<file path="src/rtl/scan_pkg.sv">
// Shared types and constants for the scanner buffers and the downlink flush controller.
package scan_pkg;

    localparam int unsigned MEM_W           = 8;
    // Full level; the scanners' 80/90/100 thresholds are derived from the same value.
    localparam int unsigned MEM_MAX_DEFAULT = 100;

    typedef enum logic [1:0] {
        IDLE,
        FLUSH,
        DRAIN,
        REPORT
    } flush_state_t;

endpackage

</file>
<file path="src/rtl/scan_flush_arb.sv">
// Two-way picker: full scanners beat ready-only scanners, ties go to the one not served last.
module scan_flush_arb (
    input  logic [1:0] req,
    input  logic [1:0] full,
    input  logic       rr_last,
    output logic       grant_valid,
    output logic       grant_idx
);

    logic [1:0] cand;

    always_comb begin
        cand        = (|full) ? full : req;
        grant_valid = |req;
        if (cand == 2'b11) begin
            grant_idx = ~rr_last;
        end else begin
            grant_idx = cand[1];
        end
    end

endmodule

</file>
<file path="src/rtl/scan_flush_ctrl.sv">
// Downlink-side flush controller: grants one scanner, watches its buffer drain to zero and
// emits one transfer record with the total drained.
import scan_pkg::*;

module scan_flush_ctrl #(
    parameter int unsigned MEM_MAX = MEM_MAX_DEFAULT,
    parameter int unsigned TIMEOUT = 16,
    parameter int unsigned CNT_W   = 8
) (
    input  logic             clk,
    input  logic             reset,
    input  logic             link_en,
    input  logic [1:0]       rdy_flush_i,
    input  logic [MEM_W-1:0] mem_used0_i,
    input  logic [MEM_W-1:0] mem_used1_i,
    output logic [1:0]       flush_o,
    output logic             tx_valid,
    input  logic             tx_ready,
    output logic             tx_src,
    output logic [CNT_W-1:0] tx_count,
    output logic             busy,
    output logic             err_timeout
);

    localparam int unsigned TMO_W = $clog2(TIMEOUT) + 1;
    localparam int unsigned SUM_W = ((CNT_W > MEM_W) ? CNT_W : MEM_W) + 1;
    localparam logic [SUM_W-1:0] CNT_MAX = {{(SUM_W - CNT_W){1'b0}}, {CNT_W{1'b1}}};

    flush_state_t     state_q, state_d;
    logic             sel_q, sel_d;
    logic             rr_last_q, rr_last_d;
    logic [MEM_W-1:0] level_q, level_d;
    logic [MEM_W-1:0] prev_q, prev_d;
    logic [CNT_W-1:0] count_q, count_d;
    logic [TMO_W-1:0] tmo_q, tmo_d;
    logic             err_q, err_d;

    logic [1:0]       full;
    logic [1:0]       req;
    logic             grant_valid;
    logic             grant_idx;
    logic [MEM_W-1:0] cur;
    logic [MEM_W-1:0] sub_a;
    logic [MEM_W-1:0] diff;
    logic [SUM_W-1:0] acc;
    logic [SUM_W-1:0] sum;
    logic [CNT_W-1:0] count_sat;

    assign full[0] = (mem_used0_i >= MEM_W'(MEM_MAX));
    assign full[1] = (mem_used1_i >= MEM_W'(MEM_MAX));
    assign req     = rdy_flush_i | full;

    scan_flush_arb u_arb (
        .req         (req),
        .full        (full),
        .rr_last     (rr_last_q),
        .grant_valid (grant_valid),
        .grant_idx   (grant_idx)
    );

    assign cur = sel_q ? mem_used1_i : mem_used0_i;

    // First drop in FLUSH starts the total from zero; DRAIN accumulates on top of it.
    always_comb begin
        sub_a     = (state_q == FLUSH) ? level_q : prev_q;
        diff      = sub_a - cur;
        acc       = (state_q == FLUSH) ? '0 : SUM_W'(count_q);
        sum       = acc + SUM_W'(diff);
        count_sat = (sum > CNT_MAX) ? CNT_MAX[CNT_W-1:0] : sum[CNT_W-1:0];
    end

    always_comb begin
        state_d   = state_q;
        sel_d     = sel_q;
        rr_last_d = rr_last_q;
        level_d   = level_q;
        prev_d    = prev_q;
        count_d   = count_q;
        tmo_d     = tmo_q;
        err_d     = 1'b0;

        unique case (state_q)
            IDLE: begin
                if (link_en && grant_valid) begin
                    state_d   = FLUSH;
                    sel_d     = grant_idx;
                    rr_last_d = grant_idx;
                    level_d   = grant_idx ? mem_used1_i : mem_used0_i;
                    count_d   = '0;
                    tmo_d     = '0;
                end
            end
            FLUSH: begin
                if (cur < level_q) begin
                    state_d = DRAIN;
                    prev_d  = cur;
                    count_d = count_sat;
                end else if (tmo_q == TMO_W'(TIMEOUT - 1)) begin
                    state_d = IDLE;
                    err_d   = 1'b1;
                end else begin
                    tmo_d = tmo_q + TMO_W'(1);
                end
            end
            DRAIN: begin
                // Rises in the level are ignored; only drops below the last seen value count.
                if (cur < prev_q) begin
                    count_d = count_sat;
                    prev_d  = cur;
                end
                if (cur == '0) begin
                    state_d = REPORT;
                end
            end
            REPORT: begin
                if (tx_ready) begin
                    state_d = IDLE;
                end
            end
            default: state_d = IDLE;
        endcase
    end

    always_ff @(posedge clk) begin
        if (reset) begin
            state_q   <= IDLE;
            sel_q     <= 1'b0;
            rr_last_q <= 1'b1;
            level_q   <= '0;
            prev_q    <= '0;
            count_q   <= '0;
            tmo_q     <= '0;
            err_q     <= 1'b0;
        end else begin
            state_q   <= state_d;
            sel_q     <= sel_d;
            rr_last_q <= rr_last_d;
            level_q   <= level_d;
            prev_q    <= prev_d;
            count_q   <= count_d;
            tmo_q     <= tmo_d;
            err_q     <= err_d;
        end
    end

    always_comb begin
        flush_o = 2'b00;
        if (state_q == FLUSH) begin
            flush_o[sel_q] = 1'b1;
        end
    end

    assign tx_valid    = (state_q == REPORT);
    assign tx_src      = sel_q;
    assign tx_count    = count_q;
    assign busy        = (state_q != IDLE);
    assign err_timeout = err_q;

endmodule

</file>
<file path="config.mk">
export PLATFORM = sky130hd
export DESIGN_NAME = scan_flush_ctrl
export DESIGN_NICKNAME = d
export VERILOG_FILES = /design/src/rtl/scan_pkg.sv /design/src/rtl/scan_flush_arb.sv /design/src/rtl/scan_flush_ctrl.sv
export SDC_FILE = /design/constraint.sdc
export NUM_CORES = 1
export LEC_CHECK = 0
export CAP_MARGIN = 20
export CORE_MARGIN = 3
export CORE_UTILIZATION = 30
export CTS_BUF_LIST = sky130_fd_sc_hd__clkbuf_4 sky130_fd_sc_hd__clkbuf_8
export DETAILED_ROUTE_END_ITERATION = 8
export MAX_ROUTING_LAYER = met4
export SKIP_LAST_GASP = 1
export SLEW_MARGIN = 20
export SYNTH_ARGS = -nofsm -noshare
export SYNTH_HDL_FRONTEND = slang
export SYNTH_HIERARCHICAL = 1
export SYNTH_SLANG_ARGS = --single-unit
</file>
<file path="constraint.sdc">
create_clock -name clk -period 3.5 [get_ports clk]
set_input_delay 0.35 -clock clk [delete_from_list [all_inputs] [get_ports clk]]
set_output_delay 0.35 -clock clk [all_outputs]
set_load 0.01 [all_outputs]
</file>
* Yosys cells after proc, flatten, opt, wreduce, memory -nomap -nowiden
Index checks and enable logic that the tools add are counted.
** Operators by class
- $add $sub $neg :: 3
- Magnitude comparators :: 7
- Eq/ne operators :: 13
- Mux-type cells :: 28
- Bitwise gates (word level) :: 3
- Reduce and logical (&&, ||, !) cells :: 16
** Operators by type and width (number)
- 8-bit two-way mux :: 10
- 8-bit case mux with 3 select lines :: 1
- 8-bit by 7-bit >= comparator with 1-bit output, second input constant :: 2
- 8-bit < comparator :: 2
- 8-bit case mux with 2 select lines :: 1
- 5-bit two-way mux :: 3
- 2-bit two-way mux :: 7
- 2-bit inequality test, second input constant :: 6
- 4-bit AND reduction :: 3
- 5-bit case mux with 2 select lines :: 1
- 8-bit by 8-bit adder with 9-bit output :: 1
- 9-bit by 8-bit > comparator with 1-bit output, second input constant :: 1
- 8-bit logical NOT :: 1
- 2-bit case mux with 4 select lines :: 1
- 8-bit subtractor :: 1
- 2-bit == test, second input constant :: 3
- 2-bit nonzero test :: 3
- 5-bit by 1-bit adder with 5-bit output, second input constant :: 1
- 5-bit by 4-bit == test with 1-bit output, second input constant :: 1
- 2-bit OR reduction :: 2
- 1-bit two-way mux :: 3
- 3-bit inequality test, second input constant :: 1
- 3-bit AND reduction :: 1
- 3-bit nonzero test :: 1
- 11 further kinds :: 13
** Storage, ports and cells
- Register bits :: 34
- Input port bits :: 22
- Output and inout port bits :: 14
- Word-level logic and storage cells :: 78

* Logic depth before layout (Yosys ltp)
- Depth in word-level cells :: 8
- Gate-level depth with buffers :: 20
- Gate-level depth less buffers :: 19

* Modules after synthesis
Netlist, hierarchy kept.
** Modules (own cells, without submodules)
- scan_flush_ctrl :: instances 1, cells each 344, area an instance 2859.0 sq um, sequential area each 680.7 sq um
- scan_flush_arb :: instances 1, cells each 4, area an instance 35.0 sq um, sequential area each 0.0 sq um

* Worst setup path before layout
Ideal clock, no wire load.
- Path kind :: reg2reg
- From :: register sel_q (netlist: tx_src)
- To :: register count_q[0] (netlist: tx_count[0])
- Setup time :: 0.123 ns
- Arrival :: 3.405 ns
- Data required time :: 3.377 ns
- Slack :: -0.029 ns
- Stages on the path, launching flop included :: 16
- Path buffers :: 1
- Period minus slack after synthesis :: 3.529 ns
- Cells stage by stage :: dfxtp_1 -> buf_1 -> mux2i_1 -> ha_1 -> a21o_1 -> a21oi_1 -> a2bb2oi_1 -> nor2b_1 -> xnor2_1 -> ha_1 -> nand3_1 -> o2111ai_1 -> a211oi_1 -> nor2_1 -> o2111ai_1 -> o21ai_1
** Between the ends
- Longest elaborated chain between the ends :: 7
- Elaborated cells between the ends (all ways) :: 13
- Classes of those cells :: add/sub: 2; order compare: 3; eq/ne: 2; mux: 5; reduce/logical: 1
** Ends and longest elaborated chain
- start: declaration :: line scan_flush_ctrl.sv:30 : logic sel_q, sel_d;
- start signal: assignment :: line scan_flush_ctrl.sv:136 : sel_q <= sel_d;
- 8-bit two-way mux (*) :: line scan_flush_ctrl.sv:61 : assign cur = sel_q ? mem_used1_i : mem_used0_i;
- 8-bit subtractor :: line scan_flush_ctrl.sv:66 : diff = sub_a - cur;
- 8-bit by 8-bit adder with 9-bit output :: line scan_flush_ctrl.sv:68 : sum = acc + SUM_W'(diff);
- 9-bit by 8-bit > comparator with 1-bit output :: line scan_flush_ctrl.sv:69 : count_sat = (sum > CNT_MAX) ? CNT_MAX[CNT_W-1:0] : sum[CNT_W-1:0];
- 8-bit two-way mux :: line scan_flush_ctrl.sv:69
- 8-bit two-way mux (on tied branches) :: line scan_flush_ctrl.sv:107, scan_flush_ctrl.sv:94
- 8-bit case mux with 3 select lines :: line scan_flush_ctrl.sv:82 : unique case (state_q)
- end signal: assignment :: line scan_flush_ctrl.sv:140 : count_q <= count_d;
- end: declaration :: line scan_flush_ctrl.sv:34 : logic [CNT_W-1:0] count_q, count_d;
Every way passes the cells marked *; elsewhere a longest branch is shown, timed or not. The select of a mux whose other input is x is not followed.
A chain may end at the register's enable or synchronous reset.

* Final worst setup path
- From :: input mem_used1_i[1]
- To :: register count_q[5] (netlist: tx_count[5])
** Between the ends
- Longest elaborated chain between the ends :: 7
- Elaborated cells between the ends (all ways) :: 18
- Classes of those cells :: add/sub: 2; order compare: 4; eq/ne: 3; mux: 5; bitwise: 1; reduce/logical: 3
** Ends and longest elaborated chain
- start: declaration :: line scan_flush_ctrl.sv:15 : input logic [MEM_W-1:0] mem_used1_i,
- 8-bit two-way mux (*) :: line scan_flush_ctrl.sv:61
- via cur[1] :: line scan_flush_ctrl.sv:42 : logic [MEM_W-1:0] cur;
- 8-bit subtractor :: line scan_flush_ctrl.sv:66
- 8-bit by 8-bit adder with 9-bit output :: line scan_flush_ctrl.sv:68
- 9-bit by 8-bit > comparator with 1-bit output :: line scan_flush_ctrl.sv:69
- 8-bit two-way mux :: line scan_flush_ctrl.sv:69
- 8-bit two-way mux (on tied branches) :: line scan_flush_ctrl.sv:107, scan_flush_ctrl.sv:94
- 8-bit case mux with 3 select lines :: line scan_flush_ctrl.sv:82
Mark *: on every way through the listed nets, which the timed path passes. The rest lies on a longest branch. The select of a mux whose other input is x is not followed.

==> results.json <==
{
  "synthesis.nets": 408,
  "drv_slew": 0,
  "syn-instance-count": 348,
  "final_layout_size_suffix_gt1_share_pct": 20.6,
  "worstMarginPinSlew_ps": 606,
  "cts_tree": "built",
  "wl_um": 7720,
  "synth_area_leaders": "dfxtp_1, ha_1, mux2i_1",
  "max_freq_mhz": 297,
  "wl_per_cell_um": 14.0,
  "firstDrtPassIters": 4,
  "first_global_vias": 2838,
  "cts.sinks": 34,
  "drtIter0Drc": 118,
  "cp_max_fo": 6,
  "final_cell_mix": "buf_4, clkdlybuf4s50_1, inv_1, ha_1, dfxtp_1",
  "p_per_area_nw_per_um2": 652,
  "via_count": 2753,
  "ys_ff_latch": 34,
  "drc": 0,
  "syn_area_per_cell_um2": 8.32,
  "crit_family": "compound AO/OA/AOI/OAI gates",
  "num_antenna_cells": 0,
  "fin_skew_ps": 12.3,
  "leakage_uw": 0.00163,
  "dieArea_um2": 10900,
  "hp-class": "reg -> reg",
  "yosysSeqAreaShare_pct": 23.5,
  "synth_area_um2": 2890,
  "hold_viol_final": 0,
  "ant_nets": 0,
  "fin_nets": 482,
  "synth-edff-count": 0,
  "ys.flop_type": "dfxtp_1",
  "grt_max_degree": 24,
  "start_util_pct": 31.0,
  "antenna_found_initial": 0,
  "grtUsageTotal_pct": 14.5,
  "hpwlAfterDp_um": 6110,
  "numCtsBuffers": 5,
  "cts_buffer_depth": 2,
  "final_common_cell": "buf_4",
  "area_delta_synth_final_pct": 37.1,
  "fp.dieH_um": 104,
  "vias_per_cell": 4.99,
  "fp-row-count": 35,
  "crit_arrival_ps": 3550,
  "grt_overflow": 0,
  "endpoint_kind": "flop",
  "period_share_pct": 96.3,
  "ir_drop_mv": 0.293,
  "htreeDepth": 2,
  "layout.area.seq_um2": 683,
  "fill_cells": 933,
  "grt_pass1_wl_um": 12800,
  "netlist-cell-type-count": 57,
  "netlist.top_cell.by_area": "dfxtp_1",
  "coreArea_um2": 9330,
  "run_status": "finished, final reports clean",
  "final_cells": 552,
  "port_buffers": 35,
  "fp.dieW_um": 104,
  "required_ps": 3680,
  "fin_tns_setup_ps": 0,
  "crit_chain": "clkdlybuf4s50_1 -> mux2i_2 -> buf_4 -> inv_1 -> fa_1 -> buf_4 -> xnor2_1 -> ha_1 -> a21oi_1 -> o2111ai_4 -> a211oi_4 -> nor2_4 -> o21ai_0 -> mux2i_1",
  "critPathLaunchType": "primary input",
  "crit_path_frequent_cell": "buf_4",
  "setup_violations": 0,
  "drv_cap": 0,
  "ys_async_sr_fraction_pct": 0,
  "multiInputGateArea_um2": 2150,
  "max_slew_margin_pct": 59.2,
  "ys.warnings.count": 6,
  "clkLatencyLatePin_ps": 290,
  "crit_buf_inv": 4,
  "yosys.area.top_type_share_pct": 23.5,
  "io_pins": 36,
  "dpl.cell_count": 542,
  "path_class": "in -> reg",
  "max_stage_delay_ps": 460,
  "place_congestion": 0.864,
  "finalCriticalPeriod_ps": 3370,
  "root_buffer": "clkbuf_8",
  "final_util_pct": 42.5,
  "cts.clk_slew.worst_paths_ps": 80,
  "crit_slowest_cell": "clkdlybuf4s50_1"
}
## layer usage
metal  track usage (%)  share of wire (%)
met1              16.9                 44
met2              25.3                 48
met3              2.23                4.7
met4              5.22                3.1
met5                 -                  0
## kinds of logic after synthesis
family | after synthesis | share of synthesized area, %
flops | 34 | 23.5
xor+xnor | 12 | 3.63
simple gates | 98 | 16.9
compound gates | 92 | 23.0
mux | 27 | 9.51
buf+inv | 47 | 6.48
fa+ha+maj | 38 | 16.9
## synth_stat cells (all sizes together), types with 2 or more instances
cell type and number:
buf 3, a31oi 2, dfxtp 34, a31o 2, o21ai 25, xnor2 7
fa 2, inv 34, nor2 30, a211oi 20, nand3 4, and4 2
nand2b 5, o21a 2, nand2 23, clkbuf 9, mux2i 26, o211ai 3
a21oi 17, o2111ai 3, xor2 5, or2 4, and2 2, and3 3
nor2b 14, ha 36, a21o 5, a21boi 2, or3 3, a2bb2oi 2
## where the power goes
part	switching [µW]	internal (µW)	leakage (µW)	total (µW)
logic	825	791	0.00128	1620
registers	57.5	465	0.000280	523
clock network	163	286	0.0000683	448
## per-stage QoR
| step | setup WS (ps) | power [µW] | hold slack, ps | area (µm²) |
|---|---|---|---|---|
| 3_5_place_dp | -233 | 1980 | 452 | 3690 |
| 5_1_grt | -36.2 | 2790 | 500 | 3970 |
| 4_1_cts | 16.6 | 2440 | 465 | 3840 |
| 6_report | 131 | 2590 | 465 | 3970 |
| 3_3_place_gp | -161 | 1950 | 455 | 3690 |
| 2_1_floorplan | 15.2 | 1450 | 444 | 2900 |
## final cells by class
| type | count | area share, % |
|---|---|---|
| Multi-Input combinational cell | 267 | 54.2 |
| Timing Repair Buffer | 79 | 17.8 |
| Sequential cell | 34 | 17.2 |
| Tap cell | 129 | 4.07 |
| Inverter | 35 | 3.31 |
| Clock buffer | 5 | 1.73 |
| Clock inverter | 3 | 1.73 |
## path summary, 6_finish.rpt
kind / startpoint / endpoint / slack [ps] / cells after the start
worst max-delay path: mem_used1_i[1] / tx_count[5] / 130 / 14
worst min-delay path: tx_count[0] / tx_count[0] / 460 / 2
worst max register to register: tx_src / tx_count[5] / 160 / 13
worst min register to register: tx_count[0] / tx_count[0] / 460 / 2
## repair_timing
item,in CTS,in global routing
pin swaps,0,9
cloned,0,0
buffers inserted,0,2
setup endpoints to repair,6,8
resized for setup,3,32
hold buffers,0,0
## sequential cells by signal, summed over array words and instances (netlist names), named ones only
name,cells
rr_last_q,1
err_timeout,1
tx_src,1
tx_count,8
prev_q,8
level_q,8
tmo_q,5
state_q,1
## tightest hold or removal path, cell delays in order, from the launching register on
cell	delay, ps
dfxtp_1	320
nand2_1	60
o21ai_1	50
No activity file was read; power rests on OpenSTA's default activity.
